## config.mk

```make
export PLATFORM = sky130hd
export DESIGN_NAME = compressor42_row_pipe
export DESIGN_NICKNAME = d
export VERILOG_FILES = /design/src/rtl/compressor42_row_pipe.sv
export SDC_FILE = /design/constraint.sdc
export NUM_CORES = 1
export LEC_CHECK = 0
export ABC_AREA = 1
export ABC_CLOCK_PERIOD_IN_PS = 1500
export BUFFER_PORTS_ARGS = -buffer_cell sky130_fd_sc_hd__buf_2
export CAP_MARGIN = 20
export CORE_ASPECT_RATIO = 0.7
export CORE_UTILIZATION = 41
export DETAILED_ROUTE_END_ITERATION = 7
export HOLD_SLACK_MARGIN = 0.06
export PLACE_DENSITY_LB_ADDON = 0.25
export SYNTH_ARGS = -nofsm -noshare
export SYNTH_HDL_FRONTEND = slang
export SYNTH_SLANG_ARGS = --single-unit
export TNS_END_PERCENT = 30
```

## constraint.sdc

```tcl
create_clock -name clk -period 1.5 [get_ports clk]
set_clock_uncertainty 0.05 [all_clocks]
set_input_delay 0.3 -clock clk [delete_from_list [all_inputs] [get_ports clk]]
set_output_delay 0.3 -clock clk [all_outputs]
set_load 0.05 [all_outputs]
```

## src/rtl/compressor42_row_pipe.sv

```systemverilog
// rtl/compressor42_row_pipe.sv - pipelined row of 4:2 compressors with final CPA
// Reduces four unsigned operands plus carry-in to one sum behind a valid/ready pipeline.
module compressor42_row_pipe #(
  parameter int unsigned WIDTH    = 8,
  parameter bit          PIPE_CPA = 1'b1
) (
  input  logic               clk,
  input  logic               rst,
  input  logic               in_valid,
  output logic               in_ready,
  input  logic [WIDTH-1:0]   a0,
  input  logic [WIDTH-1:0]   a1,
  input  logic [WIDTH-1:0]   a2,
  input  logic [WIDTH-1:0]   a3,
  input  logic               cin,
  output logic               out_valid,
  input  logic               out_ready,
  output logic [WIDTH+1:0]   res,
  output logic [WIDTH-1:0]   sum_vec,
  output logic [WIDTH-1:0]   car_vec
);

  logic [WIDTH-1:0] x1_w, x2_w, s_w, c_w, co_w, ci_w;

  // co of each cell depends only on its operand bits, so the ci chain never ripples.
  assign ci_w = {co_w[WIDTH-2:0], cin};

  for (genvar i = 0; i < WIDTH; i++) begin : g_cell
    assign x1_w[i] = a0[i] ^ a1[i];
    assign x2_w[i] = a2[i] ^ a3[i];
    assign co_w[i] = x1_w[i] ? a2[i] : a0[i];
    assign s_w[i]  = x1_w[i] ^ x2_w[i] ^ ci_w[i];
    assign c_w[i]  = (x1_w[i] ^ x2_w[i]) ? ci_w[i] : a3[i];
  end

  logic [WIDTH-1:0] s1_sum_q, s1_sum_d;
  logic [WIDTH-1:0] s1_car_q, s1_car_d;
  logic             s1_cout_q, s1_cout_d;
  logic             s1_v_q, s1_v_d;
  logic             drain_ok_w;
  logic             accept_w;
  logic [WIDTH+1:0] res_n_w;

  assign in_ready = !rst && (!s1_v_q || drain_ok_w);
  assign accept_w = in_valid && in_ready;

  always_comb begin
    s1_sum_d  = s1_sum_q;
    s1_car_d  = s1_car_q;
    s1_cout_d = s1_cout_q;
    s1_v_d    = s1_v_q;
    if (accept_w) begin
      s1_sum_d  = s_w;
      s1_car_d  = c_w;
      s1_cout_d = co_w[WIDTH-1];
      s1_v_d    = 1'b1;
    end else if (s1_v_q && drain_ok_w) begin
      s1_v_d    = 1'b0;
    end
  end

  always_ff @(posedge clk) begin
    if (rst) begin
      s1_sum_q  <= '0;
      s1_car_q  <= '0;
      s1_cout_q <= 1'b0;
      s1_v_q    <= 1'b0;
    end else begin
      s1_sum_q  <= s1_sum_d;
      s1_car_q  <= s1_car_d;
      s1_cout_q <= s1_cout_d;
      s1_v_q    <= s1_v_d;
    end
  end

  assign sum_vec = s1_sum_q;
  assign car_vec = s1_car_q;

  // Final resolution; WIDTH+2 bits always holds four full operands plus carry-in.
  assign res_n_w = {2'b00, s1_sum_q}
                 + {1'b0, s1_car_q, 1'b0}
                 + {1'b0, s1_cout_q, {WIDTH{1'b0}}};

  if (PIPE_CPA) begin : g_pipe
    logic [WIDTH+1:0] res_q, res_d;
    logic             ov_q, ov_d;

    assign drain_ok_w = !ov_q || out_ready;

    always_comb begin
      res_d = res_q;
      ov_d  = ov_q;
      if (drain_ok_w) begin
        ov_d = s1_v_q;
        if (s1_v_q) begin
          res_d = res_n_w;
        end
      end
    end

    always_ff @(posedge clk) begin
      if (rst) begin
        res_q <= '0;
        ov_q  <= 1'b0;
      end else begin
        res_q <= res_d;
        ov_q  <= ov_d;
      end
    end

    assign res       = res_q;
    assign out_valid = ov_q;
  end else begin : g_comb
    assign drain_ok_w = out_ready;
    assign res        = res_n_w;
    assign out_valid  = s1_v_q;
  end

endmodule

```

==> results of run 1 <==
[final timing paths]
| kind | start | endpoint | slack [ns] | depth (start not counted) |
|---|---|---|---|---|
| worst max-delay path | car_vec[0]$_SDFFE_PP0P_ | res[7]$_SDFFE_PP0P_ | -0.04 | 10 |
| worst min-delay path | a2[7] | s1_cout_q$_SDFFE_PP0P_ | 0.25 | 3 |
| worst min register to register | sum_vec[0]$_SDFFE_PP0P_ | res[0]$_SDFFE_PP0P_ | 0.41 | 2 |
| worst max register to register | car_vec[0]$_SDFFE_PP0P_ | res[7]$_SDFFE_PP0P_ | -0.04 | 10 |
[layout make-up]
| class | count | area (um2) | share of cell area (%) |
|---|---|---|---|
| clock buffer | 7 | 96.3 | 3.68 |
| clock inverter | 1 | 5.00 | 0.191 |
| inverter | 45 | 174 | 6.64 |
| multi-input combinational | 241 | 1280 | 48.7 |
| sequential | 29 | 616 | 23.5 |
| tap | 69 | 86.3 | 3.30 |
| timing repair buffer | 70 | 365 | 14.0 |
[layout by cell type (no fill, tap or decap), drive strengths merged]
master  instances
clkbuf          7
ha              8
buf            70
nand3b          9
or2             3
inv            45
xnor2          10
a211oi          1
nor2           45
dfxtp          29
nand3          40
clkinv          1
nand2         104
a31oi           1
fa              1
o21ai          10
a21oi           9
[power breakdown]
part           switching, mW  internal, mW  leakage [nW]
Sequential            0.0589         0.849         0.246
Combinational          0.595         0.300          1.21
Clock                  0.299         0.414        0.0542
Total                  0.953          1.56          1.51
[tightest hold or removal path, delay by kind of cell]
family,cells,cell delay (ns)
buffers and inverters,1,0.11
AOI/OAI and AO/OA,1,0.07
and+or+nand+nor,1,0.06
[state kept, by name (all words and copies together), names as in the netlist]
register	cells
res	10
car_vec	8
sum_vec	8
out_valid	1
s1_cout_q	1
s1_v_q	1
[cell families after synthesis]
family / after synthesis / synth area share (%)
simple gates: 201 / 45.1
buf+inv: 52 / 11.3
flops: 29 / 28.2
compound gates: 21 / 5.29
xor+xnor: 10 / 4.26
fa+ha+maj: 9 / 5.84
[stage by stage]
step	hold WS [ns]	utilization [%]	cells	total power, mW
6_report	0.253	54.5	462	2.52
5_1_grt	0.264	54.5	462	2.69
3_5_place_dp	0.409	52.3	454	1.82
4_1_cts	0.245	54.4	462	2.54
3_3_place_gp	0.407	52.3	454	1.80
2_1_floorplan	0.389	-	322	1.60
[what timing repair did]
item	4_1_cts	5_1_grt
hold endpoints to repair	0	0
pin swaps	0	4
gates resized for setup	0	1
gates cloned	0	0
endpoints found under the setup margin	1	7
[routing by layer]
metal  track usage, %  up-vias
li1                 -     1147
met1             23.0      862
met2             30.3       53
met3             5.90        8
met4             6.43        0
met5                0        -
==> flow_metrics.env, run 1 <==
export IMPL_synth_ff_type="dfxtp_1"
export IMPL_initial_core_util_pct=42.8
export IMPL_clockBufferDepth=2
export IMPL_port_buffers=64
export IMPL_core_region_area_um2=4810
export IMPL_dr_max_layer_used="met4"
export IMPL_cts_htree_levels=2
export IMPL_drv_slew=0
export IMPL_cp_top_family="simple AND/OR/NAND/NOR gates"
export IMPL_crit_path_max_fanout=2
export IMPL_drive_gt1_share_pct=29.5
export IMPL_hold_buffers=0
export IMPL_track_usage_pct=18.3
export IMPL_cts_tree="yes"
export IMPL_die_area_um2=5310
export IMPL_first_pass_iters=4
export IMPL_rsz0062_at_grt="true"
export IMPL_status="complete, but fails checks"
export IMPL_cts_root_buf="clkbuf_8"
export IMPL_grt_max_degree=21
export IMPL_grt_first_pass_wirelength_mm=7.54
export IMPL_drt_iter0_markers=65
export IMPL_first_global_vias=1827
export IMPL_ys_top_cells_by_count="102 x nand2_1, 44 x nor2_1, 42 x inv_1"
export IMPL_syn_instance_count=322
export IMPL_slowest_delay_ns=0.35
export IMPL_endpoint_kind="flop"
export IMPL_syn_area_um2=2060
export IMPL_synth_top_area_share_pct=28.2
export IMPL_postCtsSetupRepairBufs=0
export IMPL_critPathBufInv=1
export IMPL_max_freq_mhz=650
export IMPL_drcViolationCount=0
export IMPL_violations="negative setup slack"
export IMPL_nFillCells=505
export IMPL_num_io_pins=65
export IMPL_cts_sinks=29
export IMPL_wl_met3_um=278
export IMPL_wirelength_mm=4.33
export IMPL_min_path_type="in2reg"
export IMPL_antenna_found_initial=0
export IMPL_cp_data_arrival_time_ns=1.68
export IMPL_ys_async_sr_fraction_pct=0
export IMPL_synthToLayoutAreaGrowth_pct=27.3
export IMPL_finalSetupTns_ns=-0.0388
export IMPL_layout_worst_path_cycle_share_pct=103
export IMPL_path_cells="ha_4 > fa_2 > nand2_1 > nand2_1 > nand3b_1 > nand2_1 > nand2_1 > nand3_2 > nand2_1 > inv_1"
export IMPL_yosys_warnings=0
export IMPL_drt_met1_wl_mm=2.24
export IMPL_cp_slowest_cell="dfxtp_4"
export IMPL_numCtsBuffers=5
export IMPL_synth_area_top_cells="dfxtp_1 28%, nand2_1 19%, nor2_1 8.0%"
export IMPL_vias_per_cell=4.48
export IMPL_seq_area_frac_synth_pct=28.2
export IMPL_fin_crit_ns=1.54
export IMPL_syn_num_nets=368
export IMPL_setup_viol=1
export IMPL_power_leakage_nw=1.51
export IMPL_hold_viol=0
export IMPL_wl_met2_mm=1.75
export IMPL_die_width_um=86.7
export IMPL_stdcell_area_um2=2620
export IMPL_die_height_um=61.3
export IMPL_start_kind="flop"
export IMPL_peakVddDrop_v=0.000417
export IMPL_synth_largest_area_cell="dfxtp_1"
export IMPL_grt_overflow=0
export IMPL_cpMostUsedCell="nand2_1"
export IMPL_ys_types=23
export IMPL_relSlewSlack_pct=81.6
export IMPL_fin_nets=438
export IMPL_post_place_ws_ns=-0.00797
export IMPL_ys_ff_latch=29
export IMPL_setup_ws_ns=-0.0388
export IMPL_cp_required_ns=1.64
export IMPL_clkSlewWorstSetupHoldPaths_ns=0.07
export IMPL_tightest_slew_ns=0.275
export IMPL_wl_per_cell_um=9.38
export IMPL_ant_nets=0
export IMPL_avgSynthCellArea_um2=6.39
export IMPL_synth_most_common_cell="nand2_1"
export IMPL_rows=21
export IMPL_synth_enable_flop_cells=0
export IMPL_drv_cap=0
export IMPL_hpwl_mm=3.48
export IMPL_clock_latency_ns=0.29
export IMPL_gp_congestion=0.850
export IMPL_path_class="reg2reg"
export IMPL_place_area_um2=2510
export IMPL_power_density_nw_per_um2=961
export IMPL_vias=2070
export IMPL_diodes=0
Note: power is estimated with default switching activity, not from simulation.
==> inputs of run 2 (changes only) <==
- RECOVER_POWER: default -> 25
==> run 2 against run 1 <==
The run still ends with negative setup slack left. Final area down 0.62%. Clock power about the same. Routed wire length about the same. Clock-buffer cell count unchanged. Power down 0.18%. Cell count unchanged. Maximum frequency up 0.11%. Critical endpoint unchanged. Worst hold slack about the same. Highest routed layer unchanged.
==> flow_metrics.env, run 2 (same netlist as run 1, synthesis figures left out) <==
export IMPL_status="complete, but fails checks"
export IMPL_violations="negative setup slack"
export IMPL_cp_required_ns=1.64
export IMPL_port_buffers=64
export IMPL_fin_nets=438
export IMPL_die_area_um2=5310
export IMPL_first_pass_iters=4
export IMPL_numCtsBuffers=5
export IMPL_grt_first_pass_wirelength_mm=7.54
export IMPL_cp_top_family="simple AND/OR/NAND/NOR gates"
export IMPL_drcViolationCount=0
export IMPL_drt_iter0_markers=72
export IMPL_start_kind="flop"
export IMPL_die_height_um=61.3
export IMPL_dp_cells=454
export IMPL_synthToLayoutAreaGrowth_pct=26.5
export IMPL_track_usage_pct=18.3
export IMPL_fin_cells=462
export IMPL_worstSetupStartpoint="car_vec[0]$_SDFFE_PP0P_"
export IMPL_layout_commonest_cell="nand2_1"
export IMPL_rows=21
export IMPL_cts_htree_levels=2
export IMPL_endpoint_kind="flop"
export IMPL_die_width_um=86.7
export IMPL_peakVddDrop_v=0.000417
export IMPL_post_route_util_pct=54.1
export IMPL_antenna_found_initial=0
export IMPL_path_class="reg2reg"
export IMPL_cp_data_arrival_time_ns=1.67
export IMPL_cp_slowest_cell="dfxtp_4"
export IMPL_power_density_nw_per_um2=965
export IMPL_first_global_vias=1827
export IMPL_wirelength_mm=4.33
export IMPL_vias=2079
export IMPL_postCtsSetupRepairBufs=0
export IMPL_rsz0062_at_grt="true"
export IMPL_fin_crit_ns=1.54
export IMPL_cts_tree="yes"
export IMPL_relSlewSlack_pct=75.3
export IMPL_cts_sinks=29
export IMPL_drv_cap=0
export IMPL_hpwl_mm=3.48
export IMPL_power_leakage_nw=1.50
export IMPL_diodes=0
export IMPL_grt_max_degree=21
export IMPL_clockBufferDepth=2
export IMPL_setup_ws_ns=-0.0372
export IMPL_clock_latency_ns=0.29
export IMPL_ant_nets=0
export IMPL_tightest_slew_ns=0.370
export IMPL_cpMostUsedCell="nand2_1"
export IMPL_largest_reg_flops=10
export IMPL_num_io_pins=65
export IMPL_r2r_start="car_vec[0]$_SDFFE_PP0P_"
export IMPL_max_freq_mhz=651
export IMPL_layout_worst_path_cycle_share_pct=102
export IMPL_final_cell_mix="102 x nand2_1, 64 x buf_2, 44 x nor2_1"
export IMPL_gp_congestion=0.850
export IMPL_crit_path_max_fanout=2
export IMPL_drv_slew=0
export IMPL_path_cells="ha_4 > fa_2 > nand2_1 > nand2_1 > nand3b_1 > nand2_1 > nand2_1 > nand3_2 > nand2_1 > inv_1"
export IMPL_critPathBufInv=1
export IMPL_initial_core_util_pct=42.8
export IMPL_hold_viol=0
export IMPL_finalSetupTns_ns=-0.0372
export IMPL_core_region_area_um2=4810
export IMPL_wl_per_cell_um=9.38
export IMPL_hold_buffers=0
export IMPL_slowest_delay_ns=0.35
export IMPL_cts_root_buf="clkbuf_8"
export IMPL_setup_viol=1
export IMPL_clkSlewWorstSetupHoldPaths_ns=0.07
export IMPL_vias_per_cell=4.50
export IMPL_drive_gt1_share_pct=29.3
export IMPL_min_from="a2[7]"
export IMPL_min_path_type="in2reg"
export IMPL_grt_overflow=0
==> run 2: cell counts in the layout (fill, tap and decap cells not counted) <==
No cell type changed its count.
==> run 2: cell type report <==
type / instances / area [um2]
Multi-Input combinational cell: 241 / 1260
Clock inverter: 1 / 5.00
Inverter: 45 / 171
Clock buffer: 7 / 96.3
Tap cell: 69 / 86.3
Timing Repair Buffer: 70 / 365
Fill cell: 507 / 2210
Sequential cell: 29 / 616
==> run 2: tightest hold or removal path, stage by stage <==
cell	delay, ns
buf_2	0.11
nand2_1	0.06
a31oi_1	0.07
==> run 2: where the power goes <==
group / total [mW] / internal (mW) / switching (mW)
Clock: 0.713 / 0.414 / 0.300
Combinational: 0.890 / 0.298 / 0.592
Sequential: 0.907 / 0.849 / 0.0583
Total: 2.51 / 1.56 / 0.950
==> run 2: path summary, 6_finish.rpt <==
check	slack, ns	cells after the start	end
worst min register to register	0.42	2	res[0]$_SDFFE_PP0P_
worst max-delay path	-0.04	10	res[7]$_SDFFE_PP0P_
worst max register to register	-0.04	10	res[7]$_SDFFE_PP0P_
worst min-delay path	0.25	3	s1_cout_q$_SDFFE_PP0P_
==> run 2: metal layers <==
layer  share of wire, %  wire length, um  up-vias  track usage (%)
met5                  0                0        -                0
met4                1.6               68        0             6.43
li1                   -                -     1145                -
met2                 40             1750       55             30.3
met3                6.5              282        8             5.90
met1                 51             2230      871             23.0
==> run 2: timing repair <==
item,4_1_cts,5_1_grt
pin swaps,0,4
gates resized for setup,0,1
setup endpoints to repair,1,7
==> run 2: per-stage QoR <==
| step | worst slack (ns) | power [mW] | instance area (um2) | hold WS [ns] |
|---|---|---|---|---|
| finish | -0.0372 | 2.51 | 2600 | 0.253 |
| detailed placement | -0.00797 | 1.82 | 2510 | 0.409 |
| global route | -0.147 | 2.69 | 2600 | 0.264 |
| floorplan | -0.0291 | 1.60 | 2120 | 0.389 |
| global placement | 0.0172 | 1.80 | 2510 | 0.407 |
| CTS | -0.0238 | 2.54 | 2610 | 0.245 |
